===== config.mk =====
export PLATFORM = sky130hd
export DESIGN_NAME = instr_fetch_unit
export DESIGN_NICKNAME = d
export VERILOG_FILES = /design/src/rtl/instr_fetch_unit.sv
export SDC_FILE = /design/constraint.sdc
export NUM_CORES = 1
export LEC_CHECK = 0
export BUFFER_PORTS_ARGS = -buffer_cell sky130_fd_sc_hd__buf_4
export CORE_ASPECT_RATIO = 1.2
export CORE_UTILIZATION = 48
export CTS_BUF_LIST = sky130_fd_sc_hd__clkbuf_8 sky130_fd_sc_hd__clkbuf_16
export DETAILED_ROUTE_END_ITERATION = 8
export PLACE_DENSITY = 0.77
export SYNTH_ARGS = -nofsm -noshare
export SYNTH_HDL_FRONTEND = slang
export SYNTH_SLANG_ARGS = --single-unit

===== constraint.sdc =====
create_clock -name clk -period 2.28 [get_ports clk]
set_input_delay 0 -clock clk [delete_from_list [all_inputs] [get_ports clk]]
set_output_delay 0 -clock clk [all_outputs]
set_load 0.02 [all_outputs]

===== src/rtl/instr_fetch_unit.sv =====
// rtl/instr_fetch_unit.sv - two-byte instruction fetch from a byte-wide ROM with ready timeout; optional prefetch via INSTR_FETCH_PREFETCH_EN
module instr_fetch_unit #(
  parameter int ROM_TIMEOUT = 16,
  parameter int ADDR_W      = 8
) (
  input  logic              clk,
  input  logic              reset,
  input  logic [ADDR_W-1:0] fetch_addr,
  input  logic              fetch_req,
  input  logic              fetch_flush,
  input  logic              instr_ack,
  output logic [7:0]        opcode1,
  output logic [7:0]        opcode2,
  output logic              instr_valid,
  output logic              fetch_err,
  output logic [ADDR_W-1:0] rom_addr,
  output logic              rom_rd,
  input  logic [7:0]        rom_data,
  input  logic              rom_rdy
);

  typedef enum logic [1:0] {IDLE, RD_OP1, RD_OP2, VALID} state_e;

  // Counter value on the last permitted wait cycle of a byte.
  localparam logic [7:0]        CNT_LAST = 8'(ROM_TIMEOUT - 1);
  localparam logic [ADDR_W-1:0] ADDR_ONE = ADDR_W'(1);

  state_e            state_q, state_d;
  logic [ADDR_W-1:0] addr_q, addr_d;
  logic [7:0]        opcode1_q, opcode1_d;
  logic [7:0]        opcode2_q, opcode2_d;
  logic              valid_q, valid_d;
  logic              err_q, err_d;
  logic              rom_rd_q, rom_rd_d;
  logic [ADDR_W-1:0] rom_addr_q, rom_addr_d;
  logic [7:0]        cnt_q, cnt_d;

  logic [ADDR_W-1:0] aligned;
  logic              rom_take;
  logic              timeout;
  logic              byte_done;
  logic [7:0]        byte_val;
  logic              start;

`ifdef INSTR_FETCH_PREFETCH_EN
  typedef enum logic [1:0] {PF_NONE, PF_B0, PF_B1, PF_FULL} pf_state_e;

  pf_state_e         pf_state_q, pf_state_d;
  logic [7:0]        pf_buf0_q, pf_buf0_d;
  logic [7:0]        pf_buf1_q, pf_buf1_d;
  logic              pf_hit;
  logic              hit_take;
  logic              pf_step;
  logic              pf_launch;
  logic [ADDR_W-1:0] pf_base;
`endif

  // Bit 0 of the request address is always forced low.
  assign aligned   = fetch_addr & ~ADDR_ONE;
  assign rom_take  = rom_rd_q & rom_rdy;
  assign timeout   = rom_rd_q & ~rom_rdy & (cnt_q == CNT_LAST);
  assign byte_done = rom_take | timeout;
  assign byte_val  = rom_take ? rom_data : 8'h00;

`ifdef INSTR_FETCH_PREFETCH_EN
  assign pf_hit = (pf_state_q == PF_FULL) && (aligned == addr_q + ADDR_W'(2));
`endif

  // Registered state with asynchronous active-low reset.
  always_ff @(posedge clk or negedge reset) begin
    if (!reset) begin
      state_q    <= IDLE;
      addr_q     <= '0;
      opcode1_q  <= 8'h00;
      opcode2_q  <= 8'h00;
      valid_q    <= 1'b0;
      err_q      <= 1'b0;
      rom_rd_q   <= 1'b0;
      rom_addr_q <= '0;
      cnt_q      <= 8'd0;
`ifdef INSTR_FETCH_PREFETCH_EN
      pf_state_q <= PF_NONE;
      pf_buf0_q  <= 8'h00;
      pf_buf1_q  <= 8'h00;
`endif
    end else begin
      state_q    <= state_d;
      addr_q     <= addr_d;
      opcode1_q  <= opcode1_d;
      opcode2_q  <= opcode2_d;
      valid_q    <= valid_d;
      err_q      <= err_d;
      rom_rd_q   <= rom_rd_d;
      rom_addr_q <= rom_addr_d;
      cnt_q      <= cnt_d;
`ifdef INSTR_FETCH_PREFETCH_EN
      pf_state_q <= pf_state_d;
      pf_buf0_q  <= pf_buf0_d;
      pf_buf1_q  <= pf_buf1_d;
`endif
    end
  end

  // Next-state and output-register logic for the fetch sequence.
  always_comb begin
    state_d    = state_q;
    addr_d     = addr_q;
    opcode1_d  = opcode1_q;
    opcode2_d  = opcode2_q;
    valid_d    = valid_q;
    err_d      = err_q;
    rom_rd_d   = rom_rd_q;
    rom_addr_d = rom_addr_q;
    cnt_d      = cnt_q;
    start      = 1'b0;
`ifdef INSTR_FETCH_PREFETCH_EN
    pf_state_d = pf_state_q;
    pf_buf0_d  = pf_buf0_q;
    pf_buf1_d  = pf_buf1_q;
    hit_take   = 1'b0;
    pf_step    = 1'b0;
    pf_launch  = 1'b0;
    pf_base    = addr_q;
`endif

    case (state_q)
      IDLE: begin
        if (fetch_flush || fetch_req) begin
`ifdef INSTR_FETCH_PREFETCH_EN
          if (!fetch_flush && pf_hit) hit_take = 1'b1;
          else start = 1'b1;
`else
          start = 1'b1;
`endif
        end
`ifdef INSTR_FETCH_PREFETCH_EN
        else begin
          pf_step = 1'b1;
        end
`endif
      end

      RD_OP1: begin
        if (fetch_flush) begin
          start = 1'b1;
        end else if (byte_done) begin
          opcode1_d  = byte_val;
          err_d      = err_q | timeout;
          rom_addr_d = addr_q + ADDR_ONE;
          cnt_d      = 8'd0;
          state_d    = RD_OP2;
        end else begin
          cnt_d = cnt_q + 8'd1;
        end
      end

      RD_OP2: begin
        if (fetch_flush) begin
          start = 1'b1;
        end else if (byte_done) begin
          opcode2_d = byte_val;
          err_d     = err_q | timeout;
          rom_rd_d  = 1'b0;
          valid_d   = 1'b1;
          cnt_d     = 8'd0;
          state_d   = VALID;
`ifdef INSTR_FETCH_PREFETCH_EN
          pf_launch = 1'b1;
          pf_base   = addr_q;
`endif
        end else begin
          cnt_d = cnt_q + 8'd1;
        end
      end

      VALID: begin
        if (fetch_flush) begin
          start = 1'b1;
        end else if (instr_ack && fetch_req) begin
`ifdef INSTR_FETCH_PREFETCH_EN
          if (pf_hit) hit_take = 1'b1;
          else start = 1'b1;
`else
          start = 1'b1;
`endif
        end else begin
          if (instr_ack) begin
            valid_d = 1'b0;
            state_d = IDLE;
          end
`ifdef INSTR_FETCH_PREFETCH_EN
          pf_step = 1'b1;
`endif
        end
      end

      default: state_d = IDLE;
    endcase

`ifdef INSTR_FETCH_PREFETCH_EN
    // Background fill of the two-byte prefetch buffer while idle or valid.
    if (pf_step) begin
      case (pf_state_q)
        PF_B0: begin
          if (timeout) begin
            pf_state_d = PF_NONE;
            rom_rd_d   = 1'b0;
            cnt_d      = 8'd0;
          end else if (rom_take) begin
            pf_buf0_d  = rom_data;
            rom_addr_d = addr_q + ADDR_W'(3);
            cnt_d      = 8'd0;
            pf_state_d = PF_B1;
          end else begin
            cnt_d = cnt_q + 8'd1;
          end
        end
        PF_B1: begin
          if (timeout) begin
            pf_state_d = PF_NONE;
            rom_rd_d   = 1'b0;
            cnt_d      = 8'd0;
          end else if (rom_take) begin
            pf_buf1_d  = rom_data;
            rom_rd_d   = 1'b0;
            cnt_d      = 8'd0;
            pf_state_d = PF_FULL;
          end else begin
            cnt_d = cnt_q + 8'd1;
          end
        end
        default: ;
      endcase
    end

    // A matching request is served straight from the buffer.
    if (hit_take) begin
      addr_d    = aligned;
      opcode1_d = pf_buf0_q;
      opcode2_d = pf_buf1_q;
      valid_d   = 1'b1;
      err_d     = 1'b0;
      state_d   = VALID;
      pf_launch = 1'b1;
      pf_base   = aligned;
    end
`endif

    // Any fresh fetch (request, flush or miss) discards in-progress work.
    if (start) begin
      addr_d     = aligned;
      state_d    = RD_OP1;
      rom_rd_d   = 1'b1;
      rom_addr_d = aligned;
      cnt_d      = 8'd0;
      err_d      = 1'b0;
      valid_d    = 1'b0;
`ifdef INSTR_FETCH_PREFETCH_EN
      pf_state_d = PF_NONE;
`endif
    end

`ifdef INSTR_FETCH_PREFETCH_EN
    if (pf_launch) begin
      pf_state_d = PF_B0;
      rom_rd_d   = 1'b1;
      rom_addr_d = pf_base + ADDR_W'(2);
      cnt_d      = 8'd0;
    end
`endif
  end

  assign opcode1     = opcode1_q;
  assign opcode2     = opcode2_q;
  assign instr_valid = valid_q;
  assign fetch_err   = err_q;
  assign rom_addr    = rom_addr_q;
  assign rom_rd      = rom_rd_q;

endmodule


# Word level (Yosys, flattened, before mapping)
# Cells that the tools add are included.
[word_totals] output_inout_bits=27 register_bits=44 wordCells=86 input_bits=22
[op_classes] reduce_logical=18 add_sub_neg=2 n_eq_ne=12 muxes=38 bitwise_logic=7
[ops] operator="8-bit two-way mux" n=9
[ops] operator="3-bit inequality test (second input constant)" n=7
[ops] operator="1-bit two-way mux" n=18
[ops] operator="8-bit by 1-bit adder with 8-bit output (second input constant)" n=2
[ops] operator="2-bit two-way mux" n=8
[ops] operator="3-bit AND reduction" n=5
[ops] operator="8-bit by 4-bit equality test with 1-bit output (second input constant)" n=1
[ops] operator="8-bit AND reduction" n=1
[ops] operator="2-bit nonzero test" n=4
[ops] operator="2-bit case mux with 3 select lines" n=1
[ops] operator="6-bit AND reduction" n=1
[ops] operator="2-bit equality test (second input constant)" n=2
[ops] operator="4-bit nonzero test" n=1
[ops] operator="1-bit bitwise AND" n=3
[ops] operator="1-bit case mux with 3 select lines" n=1
[ops] operator="3-bit nonzero test" n=1
[ops] operator="2-bit by 1-bit equality test with 1-bit output (second input constant)" n=1
[ops] operator="2-bit logical NOT" n=1
[ops] operator="2-bit by 1-bit inequality test with 1-bit output (second input constant)" n=1
[ops] operator="1-bit NOT" n=2
[ops] operator="1-bit bitwise OR" n=2
[ops] operator="1-bit case mux with 2 select lines" n=1
[ops] operator="2-bit AND reduction" n=1
[ops] operator="2-bit OR reduction" n=1
[ops] operator="2 further kinds" n=2

# Longest topological paths before layout
[depth] depth_word=8 ltp_mapped=9 mapped_depth_nobuf=7

# Worst setup path before layout
# Ideal clock, no wire load.
[synth_path] path_type="register -> register" startpoint="register state_q[0]" endpoint="register rom_addr_q[1] (netlist: rom_addr[1])" synth_period_minus_slack_ps=2260 setup_ps=125 stages_incl_launch_ff=10 arrival_time_ps=2135 setup_slack_ps=20 t_required_ps=2155 cell_sequence="dfrtp_1 > inv_1 > ha_1 > clkbuf_1 > nor2_1 > nor2_1 > o22ai_1 > buf_6 > mux2_2 > mux2_4"
[synth_via] elab_chain_cells=5
[synth_lines] element="from (decl)" line_no="28" rtl="state_e state_q, state_d;"
[synth_lines] element="from (signal assigned)" line_no="87" rtl="state_q <= state_d;"
[synth_lines] element="2-bit equality test / 2-bit by 1-bit equality test with 1-bit output (equally long branches)" line_no="126" rtl="case (state_q)"
[synth_lines] element="2-bit OR reduction (no source line)"
[synth_lines] element="1-bit case mux with 3 select lines" line_no="126"
[synth_lines] element="2-bit by 1-bit inequality test with 1-bit output (no source line) / 2-bit nonzero test (equally long branches)"
[synth_lines] element="3-bit AND reduction (no source line)"
[synth_lines] element="to (signal assigned)" line_no="94" rtl="rom_addr_q <= rom_addr_d;"
[synth_lines] element="to (decl)" line_no="35" rtl="logic [ADDR_W-1:0] rom_addr_q, rom_addr_d;"
# Several ways; a longest one is shown, not always the timed one.
# A chain may end at the register's enable or synchronous reset.

# Final worst setup path
[layout_path] startpoint="register cnt_q[5]" endpoint="register opcode1_q[3] (netlist: opcode1[3])"
[layout_via] elab_chain_cells=4
[layout_lines] element="from (decl)" line_no="36" rtl="logic [7:0] cnt_q, cnt_d;"
[layout_lines] element="from (signal assigned)" line_no="95" rtl="cnt_q <= cnt_d;"
[layout_lines] element="8-bit by 4-bit equality test with 1-bit output" line_no="61" rtl="assign timeout = rom_rd_q & ~rom_rdy & (cnt_q == CNT_LAST);"
[layout_lines] element="1-bit bitwise AND" line_no="61"
[layout_lines] element="1-bit bitwise OR" line_no="62" rtl="assign byte_done = rom_take | timeout;"
[layout_lines] element="3-bit AND reduction (no source line)"
[layout_lines] element="to (signal assigned)" line_no="89" rtl="opcode1_q <= opcode1_d;"
[layout_lines] element="to (decl)" line_no="30" rtl="logic [7:0] opcode1_q, opcode1_d;"
# Every way passes these cells.

==> impl_results.rst <==
.. list-table::
   :header-rows: 1

   * - Metric
     - Value
   * - Num ports
     - 49
   * - Reg area
     - around 1100 um^2
   * - Number of vias per cell
     - 5.358
   * - Number of distinct library cells after synthesis
     - 40
   * - TritonCTS clock tree
     - done
   * - Register clock-pin slew on the reported worst setup and hold paths
     - 80 ps
   * - Netlist area before placement
     - 2115 um^2
   * - Routed wire per std cell
     - 14.51 um
   * - Max_slew headroom
     - 64.15%
   * - CP peak stage delay
     - 570 ps
   * - Max-capacitance violation count
     - 0
   * - Register bit count reported by yosys
     - 44
   * - Total of fill cells in the finished design
     - between 300 and 400
   * - Worst Path Arrival
     - 2290 ps
   * - CTS root buffer
     - sky130_fd_sc_hd__clkbuf_8
   * - CP Launch Type
     - flop
   * - Fin. max-slew vios
     - 0
   * - Most frequent cells in the layout
     - sky130_fd_sc_hd__buf_4 (52), sky130_fd_sc_hd__dfrtp_1 (44), sky130_fd_sc_hd__mux2_2 (23), sky130_fd_sc_hd__nor2_1 (17)
   * - Relative area change from synthesis to final layout
     - 27.87%
   * - Area taken by multi-input logic gates
     - about 940 um^2
   * - Min-delay worst type
     - in2reg
   * - Number of clock sinks seen by CTS
     - 44
   * - Worst hold margin
     - 98.94 ps
   * - Sequential cell area fraction in the yosys report
     - 52.07%
   * - Count of H-tree levels built during CTS
     - 2
   * - Clock Path Buffers
     - 2
   * - Unrepaired setup endpoints after global routing
     - false
   * - Via count
     - ~1,600
   * - Buffers added on ports
     - 47
   * - Share of post-route cells with drive strength above 1
     - 41.35%
   * - Flip-flop cell with the highest count after synthesis
     - sky130_fd_sc_hd__dfrtp_1
   * - Post-route DRC
     - 0
   * - Total Neg Setup Slack
     - 0 ps
   * - Weighted congestion reported at the end of routability-driven placement
     - 0.8087
   * - Mapped Nets
     - 202
   * - Detailed-routing iteration count for the pre-antenna-repair pass
     - 4
   * - Finish-stage setup viols
     - 0
   * - Gate count of the mapped netlist
     - 175
   * - GRT Overall Usage
     - 19.42%
   * - Shortest period the worst path allows
     - 2115 ps
   * - Mean area per synthesized cell
     - 12.08 um^2
   * - First-pass GRT wire length
     - 6975 um
   * - Number of enable flip-flop cells after synthesis
     - 0
   * - Via count of the first global-routing pass
     - roughly 1,500
   * - Initial cell density of the core
     - 50.00%
   * - Total number of placement rows
     - 26
   * - Die height
     - 74.71 um
   * - Worst supply voltage drop on vdd
     - approximately 0.00073 V
   * - Ys Warns
     - 0
   * - Maximum operating frequency
     - about 470 MHz
   * - Pin count of the biggest net entering global routing
     - 45
   * - Crit-path cells
     - or4_4 > o31ai_4 > and3_1 > buf_4 > mux2_2
   * - Critical Path RT
     - about 2500 ps
   * - Diodes inserted
     - 0
   * - Total chip power
     - between 3 and 4 mW
   * - Final Skew
     - 9.074 ps
   * - Number of CTS-inserted buffers
     - 5
   * - DRT iter0 DRCs
     - 40
   * - Antenna viol nets, final
     - 0
   * - Async S/R FF share, synth
     - 100.0%
   * - Floorplan Core Area
     - 4229 um^2
   * - Final hold vios
     - 0
   * - Power density over the cells
     - 1242 nW/um^2
   * - CP bufs+invs
     - 1
   * - DP HPWL
     - approximately 2900 um
   * - Gate family responsible for the most delay along the worst path
     - simple AND/OR/NAND/NOR gates
   * - Overall die width
     - 62.59 um
   * - Final period util
     - 92.76%
   * - Run status
     - finished clean
   * - Category of the critical setup timing path
     - reg2reg
   * - Number of antenna violations at the first check in global routing
     - 0
   * - Most common cell after layout, fill and taps aside
     - sky130_fd_sc_hd__buf_4
   * - Worst Max-Slew Pin Slew
     - 537.8 ps
   * - P_leak
     - approximately 1.3 nW
   * - Area of the die
     - 4676 um^2
   * - Setup crit end kind
     - flop
   * - # nets final
     - about 260
   * - Post-Route WL
     - 4252 um
   * - Library cell contributing the largest single delay on the critical path
     - sky130_fd_sc_hd__or4_4
   * - Remaining global-route overflow
     - 0
   * - Post-CTS Repair Setup Buffers
     - 0
   * - Clock insertion delay at the later pin of the skew report
     - 300 ps
   * - Critical path peak fanout
     - 9
final timing paths:
kind | slack [ps] | start | end | cells past startpoint
hold reg to reg | 500 | addr_q[4]$_DFFE_PN0P_ | addr_q[4]$_DFFE_PN0P_ | 1
max in group asynchronous | 1680 | reset | cnt_q[7]$_DFFE_PN0P_ | 2
hold / removal | 100 | rom_data[6] | opcode1[6]$_DFFE_PN0P_ | 3
setup reg to reg | 170 | cnt_q[5]$_DFFE_PN0P_ | opcode1[3]$_DFFE_PN0P_ | 5
min in group asynchronous | 220 | reset | addr_q[7]$_DFFE_PN0P_ | 2
setup / recovery | 170 | cnt_q[5]$_DFFE_PN0P_ | opcode1[3]$_DFFE_PN0P_ | 5
state kept, by name, summed over array words and instances, names as in the netlist:
signal	flops
cnt_q	8
opcode1	8
opcode2	8
rom_addr	8
addr_q	7
state_q	2
fetch_err	1
instr_valid	1
rom_rd	1
repair_timing:
item	in CTS	in global routing
hold buffers	8	0
hold endpoints to repair	51	0
gates resized for setup	0	2
setup endpoints to repair	0	7
worst min-delay path, cell delays in order:
cell and delay [ps]:
sky130_fd_sc_hd__buf_4 70, sky130_fd_sc_hd__and3_1 160, sky130_fd_sc_hd__mux2_2 140
layer usage:
layer,global-route usage [%],vias up,wire length [um]
met2,33.33,36,2157
met5,0,-,0
met1,24.11,787,1884
met3,4.697,5,163
li1,-,742,-
met4,7.235,0,47
report_power, final:
part	internal [mW]	leakage [nW]	switching, mW	total [mW]
Combinational	0.825	0.728	0.822	1.65
Sequential	1.06	0.559	0.149	1.21
Clock	0.242	0.0486	0.258	0.499
Total	2.13	1.34	1.23	3.36
synth_stat cells (3+ instances only):
cell type | count | share of area, %
sky130_fd_sc_hd__and3_1 | 10 | 3.0
sky130_fd_sc_hd__clkbuf_1 | 3 | 0.53
sky130_fd_sc_hd__dfrtp_1 | 44 | 52
sky130_fd_sc_hd__ha_1 | 5 | 3.0
sky130_fd_sc_hd__inv_1 | 5 | 0.89
sky130_fd_sc_hd__mux2_2 | 23 | 12
sky130_fd_sc_hd__mux2_4 | 7 | 5.0
sky130_fd_sc_hd__nand2_1 | 10 | 1.8
sky130_fd_sc_hd__nand3_1 | 4 | 0.95
sky130_fd_sc_hd__nor2_1 | 18 | 3.2
sky130_fd_sc_hd__o21ai_0 | 8 | 1.9
sky130_fd_sc_hd__xor2_1 | 5 | 2.1
cell families (layout without fill, tap and decap cells):
kind of cell,Yosys count,after routing,synth area share (%)
buf+inv,12,74,3.668
compound gates,23,23,8.107
xor+xnor,5,5,2.071
fa+ha+maj,5,5,2.959
simple gates,56,56,13.91
flops,44,44,52.07
mux,30,30,17.22
final cells by class:
| type | instances | area share [%] |
|---|---|---|
| flip-flops and latches | 44 | 40.72 |
| multi-input cells | 119 | 34.71 |
| repair buffers | 61 | 17.82 |
| clock buffers | 6 | 3.054 |
| well taps | 56 | 2.591 |
| inverters | 5 | 0.6941 |
| clock inverters | 2 | 0.4165 |
metrics by stage:
step                      cells  utilization, %  cell area, um^2  worst slack (ps)
after floorplan             175               -             2115             19.84
after global placement      277           59.67             2524             178.4
after detailed placement    277           59.67             2524             128.1
after CTS                   293           63.79             2698             96.08
after global routing        293           63.93             2704             6.877
final                       293           63.93             2704             165.1
Note: power is estimated with default switching activity, not from simulation.
